`config.mk`:
```
export PLATFORM = sky130hd
export DESIGN_NAME = fma16_issue_ctrl
export DESIGN_NICKNAME = d
export VERILOG_FILES = /design/src/rtl/fma16_pkg.sv /design/src/rtl/fma16_issue_ctrl.sv
export SDC_FILE = /design/constraint.sdc
export NUM_CORES = 1
export LEC_CHECK = 0
export CORE_UTILIZATION = 40
export DETAILED_ROUTE_END_ITERATION = 8
export PLACE_DENSITY = 0.72
export SLEW_MARGIN = 20
export SYNTH_ARGS = -nofsm -noshare
export SYNTH_HDL_FRONTEND = slang
export SYNTH_SLANG_ARGS = --single-unit
```
`constraint.sdc`:
```
create_clock -name clk -period 2.8 [get_ports clk]
set_input_delay 0.84 -clock clk [delete_from_list [all_inputs] [get_ports clk]]
set_output_delay 0.84 -clock clk [all_outputs]
set_load 0.01 [all_outputs]
```
`src/rtl/fma16_pkg.sv`:
```
// Shared types for the fma16 datapath and its issue controller.
//   fma_op_t    : opcode-level FP16 operations (111 is reserved/illegal)
//   roundmode_t : rounding mode encoding understood by fma16
//   fma_ctrl_t  : fma16 control bundle {mul, add, negr, negz}
//   decode_op   : opcode -> fma16 controls
package fma16_pkg;

   localparam int unsigned FP16_W    = 16;
   localparam logic [15:0] FP16_QNAN = 16'h7E00;

   typedef enum logic [2:0] {
      OP_FADD    = 3'b000,
      OP_FSUB    = 3'b001,
      OP_FMUL    = 3'b010,
      OP_FMADD   = 3'b011,
      OP_FMSUB   = 3'b100,
      OP_FNMADD  = 3'b101,
      OP_FNMSUB  = 3'b110,
      OP_ILLEGAL = 3'b111
   } fma_op_t;

   typedef enum logic [1:0] {
      RM_RZ  = 2'b00,
      RM_RNE = 2'b01,
      RM_RP  = 2'b10,
      RM_RN  = 2'b11
   } roundmode_t;

   typedef struct packed {
      logic mul;
      logic add;
      logic negr;
      logic negz;
   } fma_ctrl_t;

   // fma16 computes +/-(x*y +/- z); fadd/fsub are x + (+/-)z with mul off.
   function automatic fma_ctrl_t decode_op(fma_op_t op);
      fma_ctrl_t c;
      c = '0;
      case (op)
         OP_FADD:   c = '{mul: 1'b0, add: 1'b1, negr: 1'b0, negz: 1'b0};
         OP_FSUB:   c = '{mul: 1'b0, add: 1'b1, negr: 1'b0, negz: 1'b1};
         OP_FMUL:   c = '{mul: 1'b1, add: 1'b0, negr: 1'b0, negz: 1'b0};
         OP_FMADD:  c = '{mul: 1'b1, add: 1'b1, negr: 1'b0, negz: 1'b0};
         OP_FMSUB:  c = '{mul: 1'b1, add: 1'b1, negr: 1'b0, negz: 1'b1};
         OP_FNMADD: c = '{mul: 1'b1, add: 1'b1, negr: 1'b1, negz: 1'b0};
         OP_FNMSUB: c = '{mul: 1'b1, add: 1'b1, negr: 1'b1, negz: 1'b1};
         default:   c = '0;
      endcase
      return c;
   endfunction

endpackage

```
`src/rtl/fma16_issue_ctrl.sv`:
```
// Initiator-side controller for the combinational fma16 datapath.
// Accepts one opcode-level request (valid/ready), drives fma16 operands and
// controls from registers for LATENCY cycles, captures fma_result and returns
// it on a valid/ready response channel. One operation in flight at a time.
// Ports:
//   clk, reset_n                         clock, async active-low reset
//   req_valid/req_ready/req_op/req_x/y/z/req_rm   request channel
//   fma_x/y/z, fma_mul/add/negr/negz, fma_roundmode  to fma16
//   fma_result                           from fma16
//   rsp_valid/rsp_ready/rsp_result/rsp_op/rsp_err response channel
//   ops_done                             completed-response counter (wraps)
module fma16_issue_ctrl
   import fma16_pkg::*;
#(
   parameter int unsigned LATENCY = 1,          // 1..15
   parameter logic [15:0] NAN_VAL = FP16_QNAN
) (
   input  logic        clk,
   input  logic        reset_n,
   input  logic        req_valid,
   output logic        req_ready,
   input  logic [2:0]  req_op,
   input  logic [15:0] req_x,
   input  logic [15:0] req_y,
   input  logic [15:0] req_z,
   input  logic [1:0]  req_rm,
   output logic [15:0] fma_x,
   output logic [15:0] fma_y,
   output logic [15:0] fma_z,
   output logic        fma_mul,
   output logic        fma_add,
   output logic        fma_negr,
   output logic        fma_negz,
   output logic [1:0]  fma_roundmode,
   input  logic [15:0] fma_result,
   output logic        rsp_valid,
   input  logic        rsp_ready,
   output logic [15:0] rsp_result,
   output logic [2:0]  rsp_op,
   output logic        rsp_err,
   output logic [15:0] ops_done
);

   localparam int unsigned CNT_W  = 4;
   localparam int unsigned DONE_W = 16;

   typedef enum logic [1:0] {
      IDLE = 2'b00,
      EXEC = 2'b01,
      RESP = 2'b10
   } state_t;

   state_t                state_q, state_d;
   logic [CNT_W-1:0]      cnt_q, cnt_d;
   logic [FP16_W-1:0]     x_q, x_d, y_q, y_d, z_q, z_d;
   fma_ctrl_t             ctrl_q, ctrl_d;
   roundmode_t            rm_q, rm_d;
   logic [FP16_W-1:0]     res_q, res_d;
   fma_op_t               op_q, op_d;
   logic                  err_q, err_d;
   logic [DONE_W-1:0]     ops_done_q, ops_done_d;
   logic                  req_ready_q, req_ready_d;
   logic                  rsp_valid_q, rsp_valid_d;

   fma_op_t               req_op_e;
   logic                  req_hs;
   logic                  rsp_hs;

   assign req_op_e = fma_op_t'(req_op);
   assign req_hs   = req_valid & req_ready_q;
   assign rsp_hs   = rsp_valid_q & rsp_ready;

   // State and datapath registers
   always_ff @(posedge clk or negedge reset_n) begin
      if (!reset_n) begin
         state_q     <= IDLE;
         cnt_q       <= '0;
         x_q         <= '0;
         y_q         <= '0;
         z_q         <= '0;
         ctrl_q      <= '0;
         rm_q        <= RM_RZ;
         res_q       <= '0;
         op_q        <= OP_FADD;
         err_q       <= 1'b0;
         ops_done_q  <= '0;
         req_ready_q <= 1'b0;
         rsp_valid_q <= 1'b0;
      end else begin
         state_q     <= state_d;
         cnt_q       <= cnt_d;
         x_q         <= x_d;
         y_q         <= y_d;
         z_q         <= z_d;
         ctrl_q      <= ctrl_d;
         rm_q        <= rm_d;
         res_q       <= res_d;
         op_q        <= op_d;
         err_q       <= err_d;
         ops_done_q  <= ops_done_d;
         req_ready_q <= req_ready_d;
         rsp_valid_q <= rsp_valid_d;
      end
   end

   // Next-state and datapath update
   always_comb begin
      state_d    = state_q;
      cnt_d      = cnt_q;
      x_d        = x_q;
      y_d        = y_q;
      z_d        = z_q;
      ctrl_d     = ctrl_q;
      rm_d       = rm_q;
      res_d      = res_q;
      op_d       = op_q;
      err_d      = err_q;
      ops_done_d = ops_done_q;

      case (state_q)
         IDLE: begin
            if (req_hs) begin
               op_d = req_op_e;
               if (req_op_e == OP_ILLEGAL) begin
                  // Datapath untouched: fma16 keeps its previous operands.
                  err_d   = 1'b1;
                  res_d   = NAN_VAL;
                  state_d = RESP;
               end else begin
                  x_d     = req_x;
                  y_d     = req_y;
                  z_d     = req_z;
                  rm_d    = roundmode_t'(req_rm);
                  ctrl_d  = decode_op(req_op_e);
                  cnt_d   = CNT_W'(LATENCY - 1);
                  state_d = EXEC;
               end
            end
         end
         EXEC: begin
            // Counter hits 0 in the LATENCY-th EXEC cycle: sample the datapath.
            if (cnt_q == '0) begin
               res_d   = fma_result;
               err_d   = 1'b0;
               state_d = RESP;
            end else begin
               cnt_d = cnt_q - CNT_W'(1);
            end
         end
         RESP: begin
            if (rsp_hs) begin
               ops_done_d = ops_done_q + DONE_W'(1);
               state_d    = IDLE;
            end
         end
         default: state_d = IDLE;
      endcase

      req_ready_d = (state_d == IDLE);
      rsp_valid_d = (state_d == RESP);
   end

   assign req_ready     = req_ready_q;
   assign rsp_valid     = rsp_valid_q;
   assign rsp_result    = res_q;
   assign rsp_op        = op_q;
   assign rsp_err       = err_q;
   assign ops_done      = ops_done_q;
   assign fma_x         = x_q;
   assign fma_y         = y_q;
   assign fma_z         = z_q;
   assign fma_mul       = ctrl_q.mul;
   assign fma_add       = ctrl_q.add;
   assign fma_negr      = ctrl_q.negr;
   assign fma_negz      = ctrl_q.negz;
   assign fma_roundmode = rm_q;

endmodule

```
**Word-level counts from Yosys, hierarchy flattened**

Index checks and enable logic that the tools add are counted.
Widths: inputs -> output; s select.

- Bits in registers: 98
- Input bits: 73
- Output and inout port bits: 92
- Logic and storage cells: 64

- Add/sub/neg operators: 2
- Equal/unequal tests: 15
- Multiplexer cells: 18
- Bitwise logic cells: 3
- Reduce and logical (&&, ||, !) cells: 10

Operator list:

| kind | count |
|---|---|
| $mux 16 | 3 |
| $pmux 16 s2 | 1 |
| $pmux 4 s7 | 1 |
| $add 16x1->16 const B | 1 |
| $eq 3x3->1 const B | 4 |
| $mux 4 | 3 |
| $ne 2x2->1 const B | 5 |
| $mux 2 | 4 |
| $pmux 4 s2 | 1 |
| $reduce_and 4->1 | 2 |
| $eq 3x2->1 const B | 2 |
| $pmux 2 s3 | 1 |
| $eq 2x2->1 const B | 2 |
| $logic_not 2->1 | 2 |
| $logic_not 4->1 | 1 |
| $reduce_and 2->1 | 2 |
| $sub 4x1->4 const B | 1 |
| $eq 3x1->1 const B | 1 |
| $logic_not 3->1 | 1 |
| $mux 1 | 3 |
| $reduce_and 3->1 | 1 |
| $and 1x1->1 | 2 |
| $eq 2x1->1 const B | 1 |
| $pmux 1 s2 | 1 |
| 2 further kinds | 2 |

**Logic depth before layout (Yosys ltp)**

- Word-level depth: 5
- Mapped depth: 8
- Depth with buffers taken out: 6

**Worst setup path before layout**

Ideal clock, no wire load.

- Path kind: input -> register
- From: in req_op[1]
- To: reg x_q[10] (netlist: fma_x[10])
- Setup time: 0.116 ns
- Arrival: 1.769 ns
- Required time: 2.684 ns
- Setup slack: 0.915 ns
- Stages on the path: 7
- Path buffers: 3
- Cells stage by stage: clkbuf_1 -> nand3_1 -> and2_1 -> buf_6 -> buf_6 -> nand2_1 -> nand2_1

- Word-level cells in the longest chain between the ends: 3

RTL lines:

| element | RTL line | RTL |
|---|---|---|
| start, declared | fma16_issue_ctrl.sv:22 | `input logic [2:0] req_op,` |
| $eq 3x3->1 | fma16_issue_ctrl.sv:124 | `if (req_op_e == OP_ILLEGAL) begin` |
| $not 1->1 (no source line) | n/a |  |
| $reduce_and 3->1 (no source line) | n/a |  |
| end signal, assigned | fma16_issue_ctrl.sv:78 | `x_q <= '0;` |
| end signal, assigned | fma16_issue_ctrl.sv:92 | `x_q <= x_d;` |
| end, declared | fma16_issue_ctrl.sv:55 | `logic [FP16_W-1:0] x_q, x_d, y_q, y_d, z_q, z_d;` |

Every way passes these cells.
A chain may end at the register's enable or synchronous reset.

**Final worst setup path**

- From: reg ops_done_q[2] (netlist: ops_done[2])
- To: out ops_done[2]

RTL lines:

| element | RTL line | RTL |
|---|---|---|
| start, declared | fma16_issue_ctrl.sv:61 | `logic [DONE_W-1:0] ops_done_q, ops_done_d;` |
| start signal, assigned | fma16_issue_ctrl.sv:100 | `ops_done_q <= ops_done_d;` |
| end, declared | fma16_issue_ctrl.sv:41 | `output logic [15:0] ops_done` |

No word-level cell between the ends.

==> results.yml <==
grt:
  grt_pass1_wl_mm: 15.9
  antenna_found_initial: 0
  grt.total_usage_pct: 18.3
  grt_max_degree: 52
  overflow: 0
  grt_pass1_vias: 3341
floorplanning:
  fp.dieW_um: 104
  core_area_um2: 9950
  ios: 165
  rows: 36
  die_h_um: 104
  die-area_um2: 10800
  start_util_pct: 41.8
timing:
  whs_ns: 0.476
  final_hold_viol_count: 0
  rsz0062_at_grt: "false"
  relSlewSlack_pct: 57.5
  finalSetupViolCount: 0
  worst_pin_slew_ns: 0.638
  period_share_pct: 79.2
  fmax_mhz: 451
  skew_ns: 0.00796
  final.min_clock_period_ns: 2.22
  finalSetupTns_ns: 0
  maxSlewViolCount: 0
final_layout:
  n_antenna_cell: 0
  final_nets: 658
  areaGrowthSynthToFinish_pct: 46.8
  drive_above_1_share_pct: 9.71
cts:
  clock_path_buffers: 2
  insertion_delay_ns: 0.35
  clk_pin_slew_ns: 0.09
  clock-root-buffer: "clkbuf_8"
  cts_tree: "built"
  cts_hold_buffers: 0
  cts.sinks: 98
  cts-htree-levels: 3
  numCtsBuffers: 9
  post_cts_resized: 0
  post_cts_buffers: 0
route:
  drc: 0
  totalWireLength_mm: 9.48
  dr.pass1.iters: 4
  wire_per_inst_um: 13.2
  vias_per_cell: 4.61
  num_vias: 3322
  initialDrtViolationCount: 118
  ant_nets: 0
synthesis:
  ys.flop_type: "dfrtp_1"
  synthCells: 420
  synthesis.nets: 496
  synthesis.area_um2: 4170
  post-synth-top-area-cell: "dfrtp_1"
  synth_seq_cells: 98
  synthTopCellsByCount: "nand2_1 (176), dfrtp_1 (98), inv_1 (14), nor2_1 (14), xnor2_1 (12)"
  synth_top_area_share_pct: 58.9
  synth_cell_types: 38
  syn_area_per_cell_um2: 9.92
  yosysMostFrequentCell: "nand2_1"
  synth.area.top_cells: "dfrtp_1 (59%), nand2_1 (16%), xnor2_1 (2.5%)"
  synth-edff-count: 0
  ys_async_sr_fraction_pct: 100
  yosysWarnings: 0
  synth-seq-area-share_pct: 58.9
critical_path:
  crit_path_end_kind: "output pin"
  worstPathMaxFanout: 6
  cp_slowest_stage_delay_ns: 0.58
  arrival_ns: 1.38
  cp-start-kind: "flop"
  critPathTopFamily: "buffers and inverters"
  cpMaxStageDelayCell: "clkdlybuf4s50_1"
  crit_chain: "clkdlybuf4s50_1"
  cp_data_required_time_ns: 1.96
  path_class: "reg -> out"
  cp.buffers_inverters: 1
power:
  power_density_nw_per_um2: 951
  ir_drop_mv: 0.412
  leakage_nw: 2.80
worst_hold_path:
  hp-class: "reg -> reg"
placement:
  place_congestion: 0.739
  dp_hpwl_mm: 6.85
  io_buffers: 164
status:
  status: "finished, final reports clean"
flow_run:
  max_cap_violations: 0
## cells in the final DEF (no fill, tap or decap), types with 5 or more instances in the layout
cell type and instances:
a21oi_2 6, buf_4 6, clkbuf_8 11, clkdlybuf4s50_1 163, dfrtp_1 98, inv_1 14, nand2_1 175, nand3_1 10
nand3_2 8, nand4_1 5, nor2_1 14, nor2_2 6, o21ai_0 8, o21ai_2 8, xnor2_1 12, xor2_1 5
## metrics by stage
step / cell area [um2] / total power, mW / utilization [%] / worst slack, ns / instances
after floorplan: 4170 / 3.57 / - / 0.915 / 420
after global placement: 5910 / 4.87 / 59.4 / 0.320 / 704
after detailed placement: 5910 / 4.94 / 59.4 / 0.274 / 704
after CTS: 6110 / 5.90 / 61.4 / 0.560 / 720
after global routing: 6110 / 6.24 / 61.4 / 0.485 / 720
final: 6110 / 5.82 / 61.4 / 0.582 / 720
## final cells by class
type / count / area (um2)
clock inverter: 3 / 46.3
sequential: 98 / 2450
fill: 863 / 3840
multi-input combinational: 286 / 1480
inverter: 14 / 52.6
timing repair buffer: 173 / 1760
tap: 133 / 166
clock buffer: 13 / 159
## path summary, 6_finish.rpt
check	depth (start not counted)	from	to	slack, ns
worst min-delay path	2	fma_x[12]	fma_x[12]	0.48
worst max register to register	7	cnt_q[0]	state_q[1]	0.91
worst max-delay path	1	ops_done[2]	ops_done[2]	0.58
min in group asynchronous	1	reset_n	fma_z[2]	0.50
worst min register to register	2	fma_x[12]	fma_x[12]	0.48
max in group asynchronous	2	reset_n	cnt_q[1]	1.62
## registers in the layout, indices dropped and copies added (netlist names), 3 cells and up
name / cells
fma_x: 16
fma_y: 16
fma_z: 16
ops_done: 16
rsp_result: 16
cnt_q: 4
rsp_op: 3
## power by group
group	switching, mW	leakage, nW	internal [mW]
registers	0.351	1.23	1.96
clock network	0.471	0.100	0.467
logic	1.19	1.47	1.37
total	2.01	2.80	3.80
## cells by family (layout without fill, tap and decap cells)
logic type	after synthesis	count (layout)	share of synthesized area, %
and+or+nand+nor	234	234	25.2
DFF	98	98	58.9
buffers and inverters	36	203	5.65
AOI/OAI and AO/OA	32	32	5.83
xor gates and xnor gates	17	17	3.57
adders and majority gates	3	3	0.901
## layer usage
metal  vias up  GRT usage, %  wire length [um]  part of all wire (%)
met3        18          3.38               424                   4.5
met5         -             0                 0                     0
met2        96          29.9              4540                    48
met4         0          8.88               233                   2.5
met1      1555          23.4              4280                    45
li1       1653             -                 -                     -
(Power assumes the default switching activity.)
